**config.mk**
```make
export PLATFORM = sky130hd
export DESIGN_NAME = eu_issue_buffer
export DESIGN_NICKNAME = d
export VERILOG_FILES = /design/src/rtl/eu_pkg.sv /design/src/rtl/eu_issue_fifo.sv /design/src/rtl/eu_issue_buffer.sv
export SDC_FILE = /design/constraint.sdc
export NUM_CORES = 1
export LEC_CHECK = 0
export CAP_MARGIN = 10
export CORE_AREA = 3 3 403 405
export CTS_CLUSTER_DIAMETER = 40
export CTS_CLUSTER_SIZE = 8
export DETAILED_ROUTE_END_ITERATION = 8
export DIE_AREA = 0 0 406 408
export GPL_ROUTABILITY_DRIVEN = 0
export GPL_TIMING_DRIVEN = 0
export HOLD_SLACK_MARGIN = 0.05
export PLACE_DENSITY = 0.67
export REMOVE_ABC_BUFFERS = 1
export SYNTH_ARGS = -nofsm -noshare
export SYNTH_HDL_FRONTEND = slang
export SYNTH_HIERARCHICAL = 1
export SYNTH_SLANG_ARGS = --single-unit
```
**constraint.sdc**
```tcl
create_clock -name clk -period 13.14 [get_ports clk]
set_clock_uncertainty 0.05 [all_clocks]
set_input_delay 1.314 -clock clk [delete_from_list [all_inputs] [get_ports clk]]
set_output_delay 1.314 -clock clk [all_outputs]
set_load 0.01 [all_outputs]
```
**src/rtl/eu_pkg.sv**
```systemverilog
// Shared types and constants for the execution-unit issue buffer.
package eu_pkg;

    localparam int EU_PAYLOAD_W = 255;

    // Field offsets from bit 0 of the packed payload.
    localparam int EU_PID_OFF      = 0;
    localparam int EU_SHAMT_OFF    = 2;
    localparam int EU_FUNCT7_OFF   = 8;
    localparam int EU_FUNCT3_OFF   = 15;
    localparam int EU_OPCODE_OFF   = 18;
    localparam int EU_IMM_OFF      = 25;
    localparam int EU_RS2_OFF      = 89;
    localparam int EU_RS1_OFF      = 153;
    localparam int EU_INST_OFF     = 217;
    localparam int EU_RD_WE_OFF    = 249;
    localparam int EU_RD_ADDR_OFF  = 250;

    typedef struct packed {
        logic [4:0]  rd_addr;
        logic        rd_write_enable;
        logic [31:0] inst_addr;
        logic [63:0] rs1;
        logic [63:0] rs2;
        logic [63:0] imm;
        logic [6:0]  op_code;
        logic [2:0]  funct3;
        logic [6:0]  funct7;
        logic [5:0]  shamt;
        logic [1:0]  pid;
    } eu_payload_t;

endpackage

```
**src/rtl/eu_issue_fifo.sv**
```systemverilog
// One issue channel: show-ahead FIFO with flush and optional fall-through.
module eu_issue_fifo #(
    parameter int DEPTH       = 4,
    parameter int PAYLOAD_W   = 255,
    parameter bit FALLTHROUGH = 1'b0,
    localparam int IDX_W      = $clog2(DEPTH),
    localparam int PTR_W      = IDX_W + 1,
    localparam int CNT_W      = $clog2(DEPTH + 1)
) (
    input  logic                 clk,
    input  logic                 reset_n,
    input  logic                 flush,
    input  logic                 wr_valid,
    input  logic [PAYLOAD_W-1:0] wr_data,
    output logic                 wr_ready,
    output logic                 rd_valid,
    output logic [PAYLOAD_W-1:0] rd_data,
    input  logic                 rd_ready,
    output logic [CNT_W-1:0]     count
);

    logic [PAYLOAD_W-1:0] mem [DEPTH];
    logic [PTR_W-1:0]     wr_ptr;
    logic [PTR_W-1:0]     rd_ptr;
    logic                 empty;
    logic                 full;
    logic                 bypass;
    logic                 rd_fire;
    logic                 do_wr;
    logic                 do_rd;

    assign empty = wr_ptr == rd_ptr;
    assign full  = (wr_ptr[IDX_W-1:0] == rd_ptr[IDX_W-1:0])
                && (wr_ptr[IDX_W] != rd_ptr[IDX_W]);

    assign bypass   = FALLTHROUGH && empty;
    assign wr_ready = !full;
    assign rd_valid = !flush && (bypass ? wr_valid : !empty);
    assign rd_data  = bypass ? wr_data : mem[rd_ptr[IDX_W-1:0]];
    assign rd_fire  = rd_valid && rd_ready;

    // A fall-through taken by the consumer never touches storage.
    assign do_wr = wr_valid && !full && !flush && !(bypass && rd_fire);
    assign do_rd = rd_fire && !bypass;

    always_ff @(posedge clk) begin
        if (do_wr)
            mem[wr_ptr[IDX_W-1:0]] <= wr_data;
    end

    always_ff @(posedge clk or negedge reset_n) begin
        if (!reset_n) begin
            wr_ptr <= '0;
            rd_ptr <= '0;
            count  <= '0;
        end else if (flush) begin
            wr_ptr <= '0;
            rd_ptr <= '0;
            count  <= '0;
        end else begin
            if (do_wr)
                wr_ptr <= wr_ptr + PTR_W'(1);
            if (do_rd)
                rd_ptr <= rd_ptr + PTR_W'(1);
            unique case ({do_wr, do_rd})
                2'b10:   count <= count + CNT_W'(1);
                2'b01:   count <= count - CNT_W'(1);
                default: count <= count;
            endcase
        end
    end

endmodule

```
**src/rtl/eu_issue_buffer.sv**
```systemverilog
// Multi-channel issue buffer: WAYS independent FIFOs sharing one flush.
module eu_issue_buffer
    import eu_pkg::*;
#(
    parameter int WAYS        = 2,
    parameter int DEPTH       = 4,
    parameter int PAYLOAD_W   = EU_PAYLOAD_W,
    parameter bit FALLTHROUGH = 1'b0,
    localparam int CNT_W      = $clog2(DEPTH + 1)
) (
    input  logic                      clk,
    input  logic                      reset_n,
    input  logic                      jumpFlag_i,
    input  logic [WAYS-1:0]           valid_i,
    input  logic [WAYS*PAYLOAD_W-1:0] payload_i,
    output logic [WAYS-1:0]           ready_o,
    output logic [WAYS-1:0]           valid_o,
    output logic [WAYS*PAYLOAD_W-1:0] payload_o,
    input  logic [WAYS-1:0]           ready_i,
    output logic [WAYS*CNT_W-1:0]     count_o
);

    for (genvar w = 0; w < WAYS; w++) begin : g_way
        eu_issue_fifo #(
            .DEPTH       (DEPTH),
            .PAYLOAD_W   (PAYLOAD_W),
            .FALLTHROUGH (FALLTHROUGH)
        ) u_fifo (
            .clk      (clk),
            .reset_n  (reset_n),
            .flush    (jumpFlag_i),
            .wr_valid (valid_i[w]),
            .wr_data  (payload_i[w*PAYLOAD_W +: PAYLOAD_W]),
            .wr_ready (ready_o[w]),
            .rd_valid (valid_o[w]),
            .rd_data  (payload_o[w*PAYLOAD_W +: PAYLOAD_W]),
            .rd_ready (ready_i[w]),
            .count    (count_o[w*CNT_W +: CNT_W])
        );
    end

endmodule

```
* Word-level counts from Yosys, hierarchy flattened
Memories as Yosys holds them, arrays and structs flattened.
Cells that the tools add are included.
** Storage, ports and cells
- Flip-flop bits (word level) :: 18
- RAM bits :: 2040
- Input bits :: 517
- Output and inout bits :: 520
- Logic and storage cells :: 63
- Memories :: 2
** Operators by class
- Add/subtract/negate cells :: 8
- Equal/unequal tests :: 10
- Muxes and demuxes :: 16
- Reduce and logical (&&, ||, !) cells :: 21
** Memory list
- g_way[0].u_fifo.mem :: depth 4, bits a word 255, read ports 1, clocked after Yosys merged registers in 0, write ports 1, line eu_issue_fifo.sv:22 : logic [PAYLOAD_W-1:0] mem [DEPTH];
- g_way[1].u_fifo.mem :: depth 4, bits a word 255, read ports 1, clocked after Yosys merged registers in 0, write ports 1, line eu_issue_fifo.sv:22
** Operators with widths (number)
- $mux W3 :: 10
- $add A3 B1 Y3 const B :: 6
- $pmux W3 S2 :: 2
- $logic_and A1 B1 Y1 :: 10
- $reduce_bool A2 Y1 :: 4
- $eq A3 B3 Y1 :: 2
- $reduce_bool A3 Y1 :: 2
- $sub A3 B1 Y3 const B :: 2
- $logic_not A1 Y1 :: 5
- $eq A2 B1 Y1 const B :: 2
- $eq A2 B2 Y1 :: 2
- $eq A2 B2 Y1 const B :: 2
- $mux W1 :: 4
- $ne A1 B1 Y1 :: 2

* Longest topological paths before layout
Gate-level depths: netlist (run 1).
- Depth after elaboration :: 8
- Depth in mapped cells :: 10
- Gate-level depth less buffers :: 8

* Hierarchy
Netlist (run 1), hierarchy kept.
** By module, submodules not included
- eu_issue_fifo at g_way[0].u_fifo :: times used 1, cells an instance 1407, area an instance 37387.1 sq um, sequential area each 30854.6 sq um
- eu_issue_fifo at g_way[1].u_fifo :: times used 1, cells an instance 1407, area an instance 37384.6 sq um, sequential area each 30854.6 sq um

* Least setup slack after synthesis (run 1)
Ideal clock, no wire load.
- Path kind :: in2reg
- Start :: input jumpFlag_i
- End :: memory g_way[0].u_fifo.mem[0][0], enable pin
- Library setup time :: 0.649 ns
- Arrival :: 7.502 ns
- Data required time :: 12.441 ns
- Path slack :: 4.939 ns
- Stages on the path :: 3
- Buffers on the path :: 1
- Cell sequence :: clkbuf_1 nor2_1 and2_1
** On the way
- Longest elaborated chain between the ends :: 4
** RTL lines
- from (decl) :: line eu_issue_buffer.sv:13 : input logic jumpFlag_i,
- $logic_not A1 Y1 :: line eu_issue_fifo.sv:43 : assign do_wr = wr_valid && !full && !flush && !(bypass && rd_fire);
- $logic_and A1 B1 Y1 :: line eu_issue_fifo.sv:43
- $mux W1 :: line eu_issue_fifo.sv:47 : if (do_wr)
- $mux W1 (not written as such) :: line eu_issue_fifo.sv:48 : mem[wr_ptr[IDX_W-1:0]] <= wr_data;
- to (decl) :: line eu_issue_fifo.sv:22
Every way passes these cells.

* Worst setup path in the final report (run 1)
- Start :: register g_way[1].u_fifo.rd_ptr[0]
- End :: output payload_o[296]
** On the way
- Longest elaborated chain between the ends :: 1
** RTL lines
- from (decl) :: line eu_issue_fifo.sv:24 : logic [PTR_W-1:0] rd_ptr;
- from (signal assigned) :: line eu_issue_fifo.sv:64 : rd_ptr <= rd_ptr + PTR_W'(1);
- $mem_v2 Z4 W255
- to (decl) :: line eu_issue_buffer.sv:18 : output logic [WAYS*PAYLOAD_W-1:0] payload_o,
Every way passes these cells.

==> load_flow_metrics.sql, run 1 <==
INSERT INTO impl_metrics (metric_group, metric, value, unit) VALUES
('grt', 'wire_length_of_the_first_global_routing_pass', '259.3', 'mm'),
('cts', 'hold_buffers', '0', ''),
('drt', 'route.detailed.drc', '0', ''),
('cts', 'cts_sinks', '2058', ''),
('logic_synthesis', 'yosys-mux-area-fraction', '0.1545', ''),
('min_path', 'hold-path-endpoint', 'g_way[0].u_fifo/count[1]', ''),
('critical_path', 'most_used_cell_along_the_critical_path', 'buf_16', ''),
('critical_path', 'cp-startpoint', 'g_way[1].u_fifo/rd_ptr[0]', ''),
('pwr', 'finalPower', '17.63', 'mW'),
('timing', 'rsz0062_at_grt', 'no', ''),
('cts', 'post_cts.repair.setup_buffers', '0', ''),
('layout', 'syn2layout_area_growth', '30.99', '%'),
('critical_path', 'cp.arrival', '4720', 'ps'),
('drt', 'drt_first_pass_iters', '5', ''),
('cts', 'cts_made_buffers', '328', ''),
('logic_synthesis', 'yosysWarningCount', '6', ''),
('job', 'cap_violations', '0', ''),
('status', 'status', 'complete, no violations', ''),
('logic_synthesis', 'seq_area_frac_synth', '0.8253', ''),
('timing', 'hold_viol_final', '0', ''),
('critical_path', 'path_class', 'flop to output port', ''),
('min_path', 'timing.hold.worst.class', 'flop to flop', ''),
('timing', 'slew_viol_final', '0', ''),
('logic_synthesis', 'synthSimpleGateAreaFrac', '0.003347', ''),
('die', 'start_util', '0.4710', ''),
('cts', 'clk_transition_reported_paths', '50', 'ps'),
('layout', 'fillers', '10582', ''),
('pwr', 'p_per_area', '180.0', 'mW/mm2'),
('cts', 'root_buffer', 'clkbuf_16', ''),
('cts', 'clock_path_buffers', '4', ''),
('placed_design', 'place_hpwl', '117.9', 'mm'),
('logic_synthesis', 'largest_family_of_logic_cells_by_synthesized_area', 'multiplexers', ''),
('drt', 'drt_first_iter_violations', '2508', ''),
('critical_path', 'cp.required', '11780', 'ps'),
('logic_synthesis', 'synthesis.area_per_instance', '26.57', 'um2'),
('logic_synthesis', 'synth_async_sr_flop_share', '0.008746', ''),
('drt', 'routed_via_count', '35237', ''),
('critical_path', 'reg2regPathDepth', '9', ''),
('critical_path', 'worst_r2r_endpoint', 'g_way[1].u_fifo/mem[2][136]', ''),
('timing', 'timing.final.crit_period', '6087', 'ps'),
('logic_synthesis', 'synth_compound_gate_area_share', '0.003815', ''),
('timing', 'slew_headroom', '0.2375', ''),
('pwr', 'switchingPower', '3.997', 'mW'),
('logic_synthesis', 'synth_enable_flop_cells', '2040', ''),
('critical_path', 'reg2reg_from', 'g_way[1].u_fifo/rd_ptr[0]', ''),
('timing', 'worst_pin_slew', '1140', 'ps'),
('critical_path', 'end_kind', 'output port', ''),
('drt', 'vias_per_cell', '5.580', ''),
('min_path', 'min-delay-start', 'g_way[0].u_fifo/count[1]', ''),
('drt', 'postRouteAntennaNets', '0', ''),
('logic_synthesis', 'synth-adder-area-share', '0.002209', ''),
('die', 'floorplan.die.height', '408', 'um'),
('cts', 'cts_tree', 'yes', ''),
('timing', 'achievable-frequency', '164.3', 'MHz'),
('logic_synthesis', 'xor_and_xnor_fraction_of_the_mapped_netlist_area', '0.002577', ''),
('logic_synthesis', 'synth_cell_types', '39', ''),
('die', 'io-pin-count', '1037', ''),
('pwr', 'p_leak', '30.99', 'nW'),
('drt', 'routed_wirelength_normalized_by_instance_count', '28.31', 'um'),
('logic_synthesis', 'synthesis.instances', '2814', ''),
('pwr', 'power.sequential.fraction', '0.427', ''),
('cts', 'cts_resized', '0', ''),
('die', 'design.core.area', '0.1587', 'mm2'),
('die', 'row_count', '146', ''),
('logic_synthesis', 'netlist_area', '0.07477', 'mm2'),
('die', 'fp.dieW', '406', 'um'),
('logic_synthesis', 'yosys_most_used_dff', 'edfxtp_1', ''),
('timing', 'timing.final.setup_violations', '0', ''),
('grt', 'global_route.usage.total', '0.2163', ''),
('layout', 'seqCellArea', '0.06172', 'mm2'),
('pwr', 'ir_drop', '157.7', 'uV');
[Yosys cell counts, types with 4 or more instances]
cell,n,share of area
edfxtp_1,2040,0.82
buf_6,8,0.0012
xor2_1,8,0.00094
inv_1,10,0.00050
nor2_1,18,0.00090
mux2i_1,4,0.00054
or3_1,6,0.00050
o21ai_0,4,0.00027
and2_1,8,0.00067
o311ai_0,4,0.00047
dfrtp_1,18,0.0060
buf_2,52,0.0035
clkbuf_1,29,0.0015
mux4_2,510,0.15
ha_1,10,0.0017
nand2b_1,4,0.00033
xnor2_1,4,0.00047
nor3_1,4,0.00027
buf_1,33,0.0017
[flip-flops by register name (all words and copies together) (netlist names)]
register	cells
g_way.u_fifo/mem	2040
g_way.u_fifo/count	6
g_way.u_fifo/rd_ptr	6
g_way.u_fifo/wr_ptr	6
[power groups by stage]
stage	sequential (mW)	clock, mW	combinational [mW]
2_1_floorplan	7.91	0	1.52
3_3_place_gp	8.10	0	3.31
3_5_place_dp	7.64	0	2.96
4_1_cts	7.52	7.36	2.97
5_1_grt	7.53	7.66	3.07
6_report	7.52	7.20	2.91
[cell type report]
class	instances	area share
well taps	2072	0.02647
inverters	10	0.0003832
repair buffers	1100	0.1236
clock buffers	362	0.08663
clock inverters	55	0.004650
flip-flops and latches	2058	0.6302
diodes	34	0.0008687
multi-input cells	624	0.1272
[cells by family after synthesis]
logic type	Yosys count
xor+xnor	16
fa+ha+maj	12
compound gates	32
mux	516
simple gates	48
flops	2058
buf+inv	132
[layer usage]
metal / vias up / routed length [um] / track usage
met5: - / 196 / 0
met2: 1367 / 91730 / 0.3573
met1: 18559 / 64230 / 0.2590
li1: 14917 / - / -
met3: 366 / 14950 / 0.07226
met4: 28 / 7696 / 0.09591
[through the flow]
step                setup WS [ps]    util  std cells  cell area [um2]   TNS, ps
floorplan                   -3469       -       2692            74190  -7075790
global placement           -13370  0.5490       5800            87150         -
detailed placement           7754  0.5601       5864            88920         0
CTS                          6788  0.6164       6281            97860         0
global route                 6645  0.6168       6302            97910         0
finish                       7053  0.6170       6315            97940         0
[worst max-delay path, delay by kind of cell (launching register included)]
kind | cells | cell delay (ps)
buf+inv | 7 | 2420
flops | 1 | 660
mux | 1 | 610
[worst max-delay path by stage]
stage                                  end  slack [ps]  cells after the start
5_1_grt                     payload_o[296]        6640                      8
3_3_place_gp   g_way[1].u_fifo/mem[2][105]      -13370                      4
6_report                    payload_o[296]        7050                      8
3_5_place_dp                payload_o[296]        7750                      8
4_1_cts                     payload_o[296]        6790                      8
2_1_floorplan    g_way[0].u_fifo/mem[0][0]       -3470                      4
Note: power is estimated with default switching activity, not from simulation.
==> run 2: changes to the inputs <==
Settings changed: CORE_AREA 3 3 403 405 to 3 3 407 409, DIE_AREA 0 0 406 408 to 0 0 410 412, PLACE_DENSITY 0.67 to 0.68.
Clock period 13.14 ns to 5.26 ns, I/O delays scaled along.
==> load_flow_metrics.sql, run 2 (synthesis gave the netlist of run 1 again) <==
INSERT INTO impl_metrics (metric_group, metric, value, unit) VALUES
('drt', 'routed_wirelength_normalized_by_instance_count', '28.37', 'um'),
('pwr', 'p_leak', '31.23', 'nW'),
('critical_path', 'most_used_cell_along_the_critical_path', 'buf_16', ''),
('critical_path', 'reg2reg_from', 'g_way[0].u_fifo/rd_ptr[0]', ''),
('critical_path', 'critical-path-max-stage-delay', '660', 'ps'),
('pwr', 'switchingPower', '10.23', 'mW'),
('grt', 'globalRouteMet1Util', '0.2530', ''),
('layout', 'final_net_count', '4658', ''),
('drt', 'postRouteAntennaNets', '0', ''),
('pwr', 'internal-power', '34.75', 'mW'),
('critical_path', 'end_kind', 'output port', ''),
('drt', 'drt_first_iter_violations', '3007', ''),
('cts', 'clock_latency', '900', 'ps'),
('cts', 'hold_buffers', '0', ''),
('timing', 'slew_headroom', '0.2443', ''),
('grt', 'wire_length_of_the_first_global_routing_pass', '262.0', 'mm'),
('grt', 'first_global_vias', '36937', ''),
('cts', 'post_cts.repair.setup_buffers', '0', ''),
('timing', 'rsz0062_at_grt', 'no', ''),
('timing', 'hold_viol_final', '0', ''),
('grt', 'busiest_layer', 'met2', ''),
('cts', 'root_buffer', 'clkbuf_16', ''),
('layout', 'finish.instance_area', '0.09860', 'mm2'),
('die', 'floorplan.die.height', '412', 'um'),
('cts', 'htreeDepth', '5', ''),
('die', 'start_util', '0.4604', ''),
('critical_path', 'largest_fanout_on_the_critical_path', '41', ''),
('timing', 'timing.final.crit_period', '4861', 'ps'),
('critical_path', 'worst_r2r_endpoint', 'g_way[0].u_fifo/mem[2][83]', ''),
('critical_path', 'path_class', 'flop to output port', ''),
('critical_path', 'cp.required', '4680', 'ps'),
('timing', 'achievable-frequency', '205.7', 'MHz'),
('placed_design', 'place_hpwl', '120.4', 'mm'),
('critical_path', 'reg2regPathDepth', '9', ''),
('critical_path', 'worst_path_max_delay_cell', 'mux4_2', ''),
('job', 'cap_violations', '0', ''),
('grt', 'grt_util_met3', '0.07575', ''),
('grt', 'fraction_of_met2_tracks_used_by_global_routing', '0.3521', ''),
('cts', 'cts_resized', '0', ''),
('pwr', 'netSwitchingFraction', '0.2274', ''),
('cts', 'clk_transition_reported_paths', '50', 'ps'),
('die', 'dieArea', '0.1689', 'mm2'),
('pwr', 'part_of_the_total_power_dissipated_in_combinational_logic', '0.163', ''),
('grt', 'antenna_found_initial', '58', ''),
('pwr', 'power.sequential.fraction', '0.418', ''),
('drt', 'routed_via_count', '35739', ''),
('grt', 'global_route.usage.total', '0.2151', ''),
('drt', 'vias_per_cell', '5.525', ''),
('timing', 'holdWs', '102.1', 'ps'),
('die', 'row_count', '148', ''),
('placed_design', 'place.port_buffers', '1036', ''),
('pwr', 'p_clk_frac', '0.419', ''),
('timing', 'timing.final.setup_violations', '0', ''),
('critical_path', 'timing.reg2reg.setup_slack', '760', 'ps'),
('timing', 'timing.setup.tns', '0', 'ps'),
('critical_path', 'start_kind', 'flop', ''),
('timing', 'slew_viol_final', '0', ''),
('cts', 'cts_sinks', '2058', ''),
('pwr', 'ir_drop', '562.1', 'uV'),
('min_path', 'timing.hold.worst.class', 'input pin to async pin', ''),
('grt', 'grt_start_max_net_pins', '59', ''),
('die', 'design.core.area', '0.1624', 'mm2'),
('status', 'status', 'complete, no violations', ''),
('drt', 'post_route_wl', '183.5', 'mm'),
('timing', 'worst_pin_slew', '1130', 'ps'),
('cts', 'cts_tree', 'yes', ''),
('drt', 'drt_first_pass_iters', '5', ''),
('layout', 'syn2layout_area_growth', '31.87', '%'),
('pwr', 'p_per_area', '456.1', 'mW/mm2'),
('layout', 'fraction_of_layout_instances_using_a_drive_strength_above_1', '0.2301', ''),
('grt', 'globalRoute.totalOverflow', '0', ''),
('cts', 'clock_path_buffers', '4', ''),
('die', 'fp.dieW', '410', 'um'),
('layout', 'layout_commonest_cell', 'edfxtp_1', ''),
('critical_path', 'chain_of_cells_forming_the_critical_path', 'buf_16 -> buf_16 -> buf_16 -> buf_16 -> buf_16 -> mux4_2 -> clkdlybuf4s50_1', ''),
('layout', 'most-common-layout-cells', 'edfxtp_1, clkdlybuf4s50_1, mux4_2', ''),
('cts', 'cts_made_buffers', '334', ''),
('layout', 'flip_flop_count_of_the_largest_register_all_copies_and_words_added', '2040', ''),
('critical_path', 'cp.arrival', '4280', 'ps'),
('drt', 'route.detailed.drc', '0', ''),
('timing', 'fin_crit_sh', '0.9241', ''),
('die', 'io-pin-count', '1037', ''),
('placed_design', 'placement.cell_area', '0.08902', 'mm2');
## run 2: cell types whose count changed in the layout (fill, tap and decap cells not counted), moves of 2 or more
cell,delta
clkbuf_1,+25
clkbuf_16,+10
bufinv_16,+6
diode_2,+5
clkinv_1,+4
buf_12,+3
buf_16,-3
clkinv_4,+2
## run 2: area by class of cell
type	instances	area, um2
Antenna cell	39	97.59
Clock buffer	396	8803
Clock inverter	66	653.1
Fill cell	11098	63800
Inverter	10	37.54
Multi-Input combinational cell	624	12460
Sequential cell	2058	61720
Tap cell	2175	2721
Timing Repair Buffer	1101	12100
## run 2: power groups by stage
| stage | Sequential (mW) | Combinational (mW) | Clock [mW] |
|---|---|---|---|
| 2_1_floorplan | 19.7 | 3.70 | 0 |
| 3_3_place_gp | 19.9 | 6.01 | 0 |
| 3_5_place_dp | 19.1 | 7.40 | 0 |
| 4_1_cts | 18.8 | 7.45 | 19.2 |
| 5_1_grt | 18.8 | 7.69 | 20.0 |
| 6_report | 18.8 | 7.34 | 18.8 |
## run 2: how the worst max path moves through the flow
stage / start / end / slack, ps / cells past startpoint
finish: g_way[1].u_fifo/rd_ptr[0] / payload_o[257] / 400 / 7
global route: g_way[1].u_fifo/rd_ptr[0] / payload_o[370] / 80 / 7
CTS: g_way[1].u_fifo/rd_ptr[0] / payload_o[370] / 100 / 7
detailed placement: jumpFlag_i / g_way[0].u_fifo/mem[2][0] / 430 / 8
global placement: g_way[1].u_fifo/rd_ptr[0] / g_way[1].u_fifo/mem[3][2] / -21320 / 4
floorplan: g_way[0].u_fifo/rd_ptr[0] / g_way[0].u_fifo/mem[0][0] / -11350 / 4
## run 2: worst max-delay path: cells and delay by family, from the launching register on
kind / cells / cell delay (ps)
buf+inv: 6 / 2060
flops: 1 / 500
mux: 1 / 660
## run 2: through the flow
stage               worst slack [ps]  utilization  cells  power [mW]
floorplan                     -11350            -   2692       23.44
global placement              -21320       0.5374   5903       25.89
detailed placement             426.5       0.5482   5967       26.50
CTS                            95.93       0.6064   6429       45.48
global route                   75.62       0.6069   6453       46.48
finish                         399.4       0.6072   6469       44.98
## run 2: layer usage
layer | part of all wire | routed length [um]
met1 | 0.35 | 64250
met2 | 0.51 | 94210
met3 | 0.086 | 15740
met4 | 0.050 | 9091
met5 | 0.0012 | 215
